[config.mk]
export PLATFORM = sky130hd
export DESIGN_NAME = block_writer
export DESIGN_NICKNAME = d
export VERILOG_FILES = /design/src/rtl/block_writer.sv
export SDC_FILE = /design/constraint.sdc
export NUM_CORES = 1
export LEC_CHECK = 0
export ABC_AREA = 1
export BUFFER_PORTS_ARGS = -buffer_cell sky130_fd_sc_hd__buf_4
export CORE_UTILIZATION = 30
export DETAILED_ROUTE_END_ITERATION = 8
export SLEW_MARGIN = 20
export SYNTH_ARGS = -nofsm -noshare
export SYNTH_HDL_FRONTEND = slang
export SYNTH_SLANG_ARGS = --single-unit
[constraint.sdc]
create_clock -name clock -period 7.5 [get_ports clock]
set_input_delay 0.75 -clock clock [delete_from_list [all_inputs] [get_ports clock]]
set_output_delay 0.75 -clock clock [all_outputs]
set_load 0.05 [all_outputs]
[src/rtl/block_writer.sv]
`default_nettype none
// ============================================================================
// Module   : block_writer
// Brief    : Reads a 64-sample IDCT block, clips to 8 bits, packs pixel pairs
//            and writes them to the Y/U/V plane in SRAM at the block position.
// Revision : 1.0
// ============================================================================
module block_writer #(
    parameter logic [17:0] Y_OFFSET = 18'd0,
    parameter logic [17:0] U_OFFSET = 18'd38400,
    parameter logic [17:0] V_OFFSET = 18'd57600
) (
    input  logic        clock,
    input  logic        reset,
    input  logic        start,
    input  logic [1:0]  plane,
    input  logic [4:0]  blockRow,
    input  logic [5:0]  blockCol,
    output logic [5:0]  ramAddr,
    input  logic [31:0] ramData,
    output logic [17:0] sramAddress,
    output logic [15:0] sramWriteData,
    output logic        sramWe_n,
    output logic        busy,
    output logic        done
);

    localparam logic [1:0] S_IDLE = 2'd0;
    localparam logic [1:0] S_RUN  = 2'd1;
    localparam logic [1:0] S_DONE = 2'd2;

    localparam logic [6:0] C_LAST_CNT   = 7'd65;
    localparam logic [6:0] C_FIRST_SMPL = 7'd1;
    localparam logic [6:0] C_LAST_SMPL  = 7'd64;
    localparam logic [5:0] C_LAST_ADDR  = 6'd63;

    logic [1:0]  r_state;
    logic [1:0]  w_state_nxt;
    logic [6:0]  r_cnt;
    logic [4:0]  r_pair;
    logic [1:0]  r_plane;
    logic [4:0]  r_row;
    logic [5:0]  r_col;
    logic [7:0]  r_held;

    logic        w_accept;
    logic        w_sample_live;
    logic [7:0]  w_clip;
    logic        w_is_y;
    logic [17:0] w_offset;
    logic [17:0] w_row_term;
    logic [17:0] w_line_term;
    logic [17:0] w_col_term;
    logic [17:0] w_pair_addr;

    logic [5:0]  w_ram_addr_nxt;
    logic        w_we_n_nxt;
    logic [17:0] w_addr_nxt;
    logic [15:0] w_data_nxt;
    logic [7:0]  w_held_nxt;
    logic [6:0]  w_cnt_nxt;
    logic [4:0]  w_pair_nxt;
    logic        w_busy_nxt;
    logic        w_done_nxt;

    // The done cycle is not busy, so a start there is accepted straight away.
    assign w_accept      = start && ((r_state == S_IDLE) || (r_state == S_DONE));
    // r_cnt is the number of edges since the accepting edge; sample k lands when r_cnt == k+1.
    assign w_sample_live = (r_cnt >= C_FIRST_SMPL) && (r_cnt <= C_LAST_SMPL);

    always_comb begin : p_clip
        if (ramData[31]) begin
            w_clip = 8'd0;
        end else if (|ramData[30:8]) begin
            w_clip = 8'hFF;
        end else begin
            w_clip = ramData[7:0];
        end
    end

    assign w_is_y   = (r_plane == 2'd0);
    assign w_offset = (r_plane == 2'd0) ? Y_OFFSET :
                      (r_plane == 2'd1) ? U_OFFSET : V_OFFSET;

    // Row of blocks: 1280 = 1024+256 words (Y), 640 = 512+128 words (U/V).
    assign w_row_term  = w_is_y ? ({3'b0, r_row, 10'b0} + {5'b0, r_row, 8'b0})
                                : ({4'b0, r_row, 9'b0}  + {6'b0, r_row, 7'b0});
    // Line within the block: 160 = 128+32 (Y), 80 = 64+16 (U/V).
    assign w_line_term = w_is_y ? ({8'b0, r_pair[4:2], 7'b0} + {10'b0, r_pair[4:2], 5'b0})
                                : ({9'b0, r_pair[4:2], 6'b0} + {11'b0, r_pair[4:2], 4'b0});
    assign w_col_term  = {10'b0, r_col, 2'b0};
    assign w_pair_addr = w_offset + w_row_term + w_line_term + w_col_term
                       + {16'b0, r_pair[1:0]};

    always_ff @(posedge clock) begin : p_state_reg
        if (reset) begin
            r_state <= S_IDLE;
        end else begin
            r_state <= w_state_nxt;
        end
    end

    always_comb begin : p_next_state
        w_state_nxt = r_state;
        case (r_state)
            S_IDLE:  if (start) w_state_nxt = S_RUN;
            S_RUN:   if (r_cnt == C_LAST_CNT) w_state_nxt = S_DONE;
            S_DONE:  w_state_nxt = start ? S_RUN : S_IDLE;
            default: w_state_nxt = S_IDLE;
        endcase
    end

    always_comb begin : p_outputs
        w_ram_addr_nxt = ramAddr;
        w_we_n_nxt     = 1'b1;
        w_addr_nxt     = sramAddress;
        w_data_nxt     = sramWriteData;
        w_held_nxt     = r_held;
        w_cnt_nxt      = r_cnt;
        w_pair_nxt     = r_pair;
        w_busy_nxt     = (w_state_nxt == S_RUN);
        w_done_nxt     = (w_state_nxt == S_DONE);
        if (w_accept) begin
            w_ram_addr_nxt = 6'd0;
            w_cnt_nxt      = 7'd0;
            w_pair_nxt     = 5'd0;
        end else if (r_state == S_RUN) begin
            w_cnt_nxt = r_cnt + 7'd1;
            if (ramAddr != C_LAST_ADDR) begin
                w_ram_addr_nxt = ramAddr + 6'd1;
            end
            if (w_sample_live) begin
                if (r_cnt[0]) begin
                    w_held_nxt = w_clip;
                end else begin
                    w_we_n_nxt = 1'b0;
                    w_addr_nxt = w_pair_addr;
                    w_data_nxt = {r_held, w_clip};
                    w_pair_nxt = r_pair + 5'd1;
                end
            end
        end
    end

    always_ff @(posedge clock) begin : p_datapath
        if (reset) begin
            ramAddr       <= 6'd0;
            sramAddress   <= 18'd0;
            sramWriteData <= 16'd0;
            sramWe_n      <= 1'b1;
            busy          <= 1'b0;
            done          <= 1'b0;
            r_held        <= 8'd0;
            r_cnt         <= 7'd0;
            r_pair        <= 5'd0;
            r_plane       <= 2'd0;
            r_row         <= 5'd0;
            r_col         <= 6'd0;
        end else begin
            ramAddr       <= w_ram_addr_nxt;
            sramAddress   <= w_addr_nxt;
            sramWriteData <= w_data_nxt;
            sramWe_n      <= w_we_n_nxt;
            busy          <= w_busy_nxt;
            done          <= w_done_nxt;
            r_held        <= w_held_nxt;
            r_cnt         <= w_cnt_nxt;
            r_pair        <= w_pair_nxt;
            if (w_accept) begin
                r_plane <= plane;
                r_row   <= blockRow;
                r_col   <= blockCol;
            end
        end
    end

endmodule
`default_nettype wire

## Word-level counts from Yosys, hierarchy flattened

Cells that the tools add are included.

- Order comparisons: 2
- Bitwise gates (word level): 4
- Reductions and logical operators: 12
- Add/sub/neg operators: 11
- Equality and inequality tests: 7
- Muxes and demuxes: 11

Operators with widths:

| kind | count |
|---|---|
| $mux 16 | 2 |
| $reduce_or 23->1 | 1 |
| $add 17x11->18 | 1 |
| $add 18x2->18 | 1 |
| $add 18x8->18 | 1 |
| $add 16x16->17 | 1 |
| $add 15x13->16 | 1 |
| $mux 8 | 2 |
| $add 14x12->15 | 1 |
| $mux 15 | 1 |
| $add 10x8->11 | 1 |
| $mux 11 | 1 |
| $add 9x7->10 | 1 |
| $reduce_and 4->1 | 2 |
| $add 7x1->7 const B | 1 |
| $eq 7x7->1 const B | 1 |
| $ge 7x1->1 const B | 1 |
| $le 7x7->1 const B | 1 |
| $add 6x1->6 const B | 1 |
| $eq 2x1->1 const B | 3 |
| $ne 6x6->1 const B | 1 |
| $pmux 2 s3 | 1 |
| $add 5x1->5 const B | 1 |
| $eq 2x2->1 const B | 2 |
| 10 further kinds | 17 |

- Output and inout bits: 43
- Input port bits: 48
- Word-level logic and storage cells: 60
- Bits in registers: 78

## Logic depth before layout (Yosys ltp)

- Word-level depth: 7
- Gate-level depth with buffers: 17

## Least setup slack after synthesis

Ideal clock, no wire load.

- Path type: register -> register
- From: register r_row[0]
- To: register sramAddress[13]
- Arrival time: 2.591 ns
- Clock period less this slack: 2.700 ns
- Data required time: 7.391 ns
- Cell stages (with the launch flop): 15
- Setup slack: 4.800 ns
- Cell sequence: dfxtp_1 ha_1 fa_1 mux2i_1 fa_1 inv_1 ha_1 a21oi_1 nor2_1 nor2_1 nand2_1 nand2_1 nand3_1 nand2_1 inv_1

- Word-level cells in the longest chain between the ends: 6

Ends and longest elaborated chain:

| what | RTL line | RTL |
|---|---|---|
| from (decl) | 42 | `logic [4:0] r_row;` |
| from (signal assigned) | 171 | `r_row <= blockRow;` |
| $add 15x13->16 or $add 14x12->15 (tied branches) | 86, 87 |  |
| $mux 16 * | 86 | `assign w_row_term = w_is_y ? ({3'b0, r_row, 10'b0} + {5'b0, r_row, 8'b0})` |
| $add 16x16->17 * | 92 | `assign w_pair_addr = w_offset + w_row_term + w_line_term + w_col_term` |
| $add 17x11->18 * | 92 |  |
| $add 18x8->18 * | 92 |  |
| $add 18x2->18 * | 93 | `+ {16'b0, r_pair[1:0]};` |
| to (signal assigned) | 161 | `sramAddress <= w_addr_nxt;` |
| to (decl) | 21 | `output logic [17:0] sramAddress,` |

Every way passes the cells marked *; elsewhere a longest branch is shown, timed or not.
A chain may end at the register's enable or synchronous reset.

## Final worst setup path

Ends and elaborated chain as after synthesis.

==> summary.md <==
| Metric | Value |
|---|---|
| Status | complete, no violations |
| Post-layout min period | 2930 ps |
| Crit path launch type | flip-flop |
| Power Density | 217 nW/µm² |
| Syn nets | 685 |
| Synth top area cells | dfxtp_1 (37%), nand2_1 (14%), ha_1 (8.0%) |
| Die ar. | 14600 µm² |
| Distinct cells, synth | 30 |
| CTS tree | yes |
| Setup-failing EPs final | 0 |
| Rows | 43 |
| Via/cell ratio | 4.49 |
| Nature of the critical path endpoint | flip-flop |
| Commonest non-fill, non-tap cells in the layout | nand2_1 (160), buf_4 (92), dfxtp_1 (78) |
| Die Height | ~120 µm |
| #FFs+latches synth | a little under 80 |
| Detailed Routing Iterations Pass 1 | 4 |
| Max-capacitance violation count | 0 |
| Largest area contributor in the netlist | dfxtp_1 |
| GPL Wtd Cong | 0.835 |
| Clock Sink Count | 78 |
| Max-slew headroom | between 30% and 40% |
| Post-CTS Setup Repair Bufs | 0 |
| Final instance area | between 5000 and 6000 µm² |
| Core ar. | 13800 µm² |
| CP peak stage delay | between 500 and 600 ps |
| Area post-placement | 5050 µm² |
| Synthesized area | approximately 4200 µm² |
| CP Data Required Time | 7740 ps |
| I/O pins | 91 |
| Post-cts sizing count | 0 |
| Buffers on Ports | 90 |
| Critical Path, Cell by Cell | ha_1, fa_1, mux2i_1, fa_1, inv_1, ha_1, a21oi_1, nor2_1, nor2_1, nand2_1, nand2_1, nand3_1, nand2_1, inv_1 |
| Ys Warns | 0 |
| Global route total overflow | 0 |
| Commonest non-fill, non-tap cell in the layout | nand2_1 |
| Vias in the first global route | between 3000 and 4000 |
| Vias | 3917 |
| Worst r2r src | r_row[0]$_SDFFE_PP0P_ |
| Initial antenna violation count | 0 |
| Final core occ | 38.9% |
| Fmax | roughly 340 MHz |
| Syn Area/Cell | 7.03 µm² |
| Root Driver | clkbuf_16 |
| Post-detail-place hpwl | 7260 µm |
| Detail Route Antenna Nets | 0 |
| CP dominant cell by count | nand2_1 |
| Leak pwr | 0.00259 µW |
| Ratio of final minimum period to clock period | 39.0% |
| CP Max Fanout | 5 |
| Fin worst setup slack | 4570 ps |
| Fill cells | 1480 |
| CTS max path bufs | 2 |
| CTS Buf Count | 9 |
| Worst r2r path cells | 14 |
| Setup TNS | 0 ps |
| Largest net degree at the start of global routing | 41 |
| H-tree depth | 3 |
| Fin. Hold Viols | 0 |
| Worst setup endpoint | sramAddress[13]$_SDFFE_PP0P_ |
| Routed wire per std cell | 11.5 µm |
| Setup Skew | 6.50 ps |
| Min-Delay Path Class | flip-flop to flip-flop |
| Clk_lat worst skew | roughly 340 ps |
| Tightest Pin Transition | around 980 ps |
| Drt drc | 0 |
| CP Class | flip-flop to flip-flop |
| Initial Util | a little under a third |
| Max IR drop VDD | 111 µV |
| Layout cells sized above 1 | between 10% and 20% |
| Yosys top cell area share | 36.8% |
| Clk slew on worst S/H paths | 60 ps |
| Hold slack | around 460 ps |
| FF-to-FF End | sramAddress[13]$_SDFFE_PP0P_ |
| GRT Total Usage | between 10% and 20% |
| Pre-CTS setup slack | 4580 ps |
| Area Growth Syn to Fin | 26.7% |
| Mapped Cells | 604 |
| Initial DRC count | roughly 180 |
| Fin nets | 769 |
| Die Span X | 121 µm |
| Cts hold-fix bufs | 0 |
| Max Transition Viols Final | 0 |
| Sequential fraction of the synthesis area | 36.8% |
| Antenna diode instance count | 0 |
| Crit-path slowest cell | fa_1 |
| Worst reg2reg setup slack | ~4600 ps |
| Post-Route WL | between 10000 and 15000 µm |
| CP arrival | 3170 ps |
| Unrepaired setup endpoints after global routing | no |
| Worst setup path startpoint | r_row[0]$_SDFFE_PP0P_ |
| First-pass GRT wire length | 16800 µm |
-- power by group --
| group | internal (µW) | switching (µW) |
|---|---|---|
| Clock | 301 | 178 |
| Combinational | 84.1 | 155 |
| Sequential | 434 | 13.1 |
| Total | 820 | 346 |
-- critical path, delay by kind of cell (launching register included) --
kind | cells | cell delay [ps]
flops | 1 | 330
simple gates | 6 | 470
mux | 1 | 100
fa+ha+maj | 4 | 1580
buf+inv | 2 | 80
compound gates | 1 | 250
-- synthesized netlist by cell type --
cell type and n:
o21ai_4 1, nand3_1 31, nand4_1 6, o21bai_1 3, ha_1 27, a211oi_1 1, or2_2 1, nor3_1 6
mux2i_1 2, dfxtp_1 78, nand3_2 3, xor2_1 10, a21oi_1 60, nor2_1 62, nor2_4 1, buf_1 1
a32oi_1 1, buf_2 4, o21ai_0 38, buf_4 6, clkbuf_1 7, nand2_1 160, xnor2_1 3, fa_1 6
nand3b_1 1, inv_1 76, inv_2 3, buf_6 1, nand2_2 4, nor3b_1 1
-- flip-flops by register name, indices dropped and copies added, names as in the netlist, 2 cells and up --
register	count
r_pair	5
sramWriteData	16
r_row	5
sramAddress	18
r_cnt	7
r_held	8
r_plane	2
r_state	2
ramAddr	6
r_col	6
-- kinds of logic (layout without fill, tap and decap cells) --
group / after synthesis / in the layout / synth area share, %
xor gates and xnor gates: 13 / 13 / 2.68
AOI/OAI and AO/OA: 104 / 104 / 12.9
and+or+nand+nor: 276 / 276 / 26.9
muxes: 2 / 2 / 0.472
buffers and inverters: 98 / 187 / 9.49
adders and majority gates: 33 / 33 / 10.8
DFF: 78 / 78 / 36.8
-- metal layers --
metal | vias to the layer above | GRT usage, % | share of wire [%]
met4 | 0 | 3.16 | 0.77
met2 | 98 | 25.2 | 49
met1 | 1723 | 17.1 | 44
met5 | - | 0 | 0
met3 | 7 | 4.79 | 6.8
li1 | 2089 | - | -
-- worst min-delay path by stage --
stage          depth (start not counted)  slack, ps                        endpoint                    startpoint
2_1_floorplan                          2        440  sramWriteData[10]$_SDFFE_PP0P_        r_held[2]$_SDFFE_PP0P_
3_3_place_gp                           2        440    sramAddress[17]$_SDFFE_PP0P_  sramAddress[17]$_SDFFE_PP0P_
3_5_place_dp                           2        450  sramWriteData[13]$_SDFFE_PP0P_        r_held[5]$_SDFFE_PP0P_
4_1_cts                                2        460  sramWriteData[12]$_SDFFE_PP0P_        r_held[4]$_SDFFE_PP0P_
5_1_grt                                2        490     sramAddress[3]$_SDFFE_PP0P_         r_col[1]$_SDFFE_PP0P_
6_report                               2        460    sramAddress[17]$_SDFFE_PP0P_  sramAddress[17]$_SDFFE_PP0P_
-- metrics by stage --
stage | total power (µW) | std cells
after floorplan | 629 | 604
after global placement | 697 | 857
after detailed placement | 697 | 857
after CTS | 1180 | 873
after global routing | 1230 | 873
final | 1170 | 873
-- area by class of cell --
class / instances / area, µm² / area share (%)
multi-input cells: 428 / 2280 / 42.4
repair buffers: 92 / 691 / 12.8
clock buffers: 11 / 243 / 4.51
clock inverters: 5 / 82.6 / 1.53
well taps: 180 / 225 / 4.19
flip-flops and latches: 78 / 1560 / 29.0
inverters: 79 / 297 / 5.51
No activity file was read; power rests on OpenSTA's default activity.
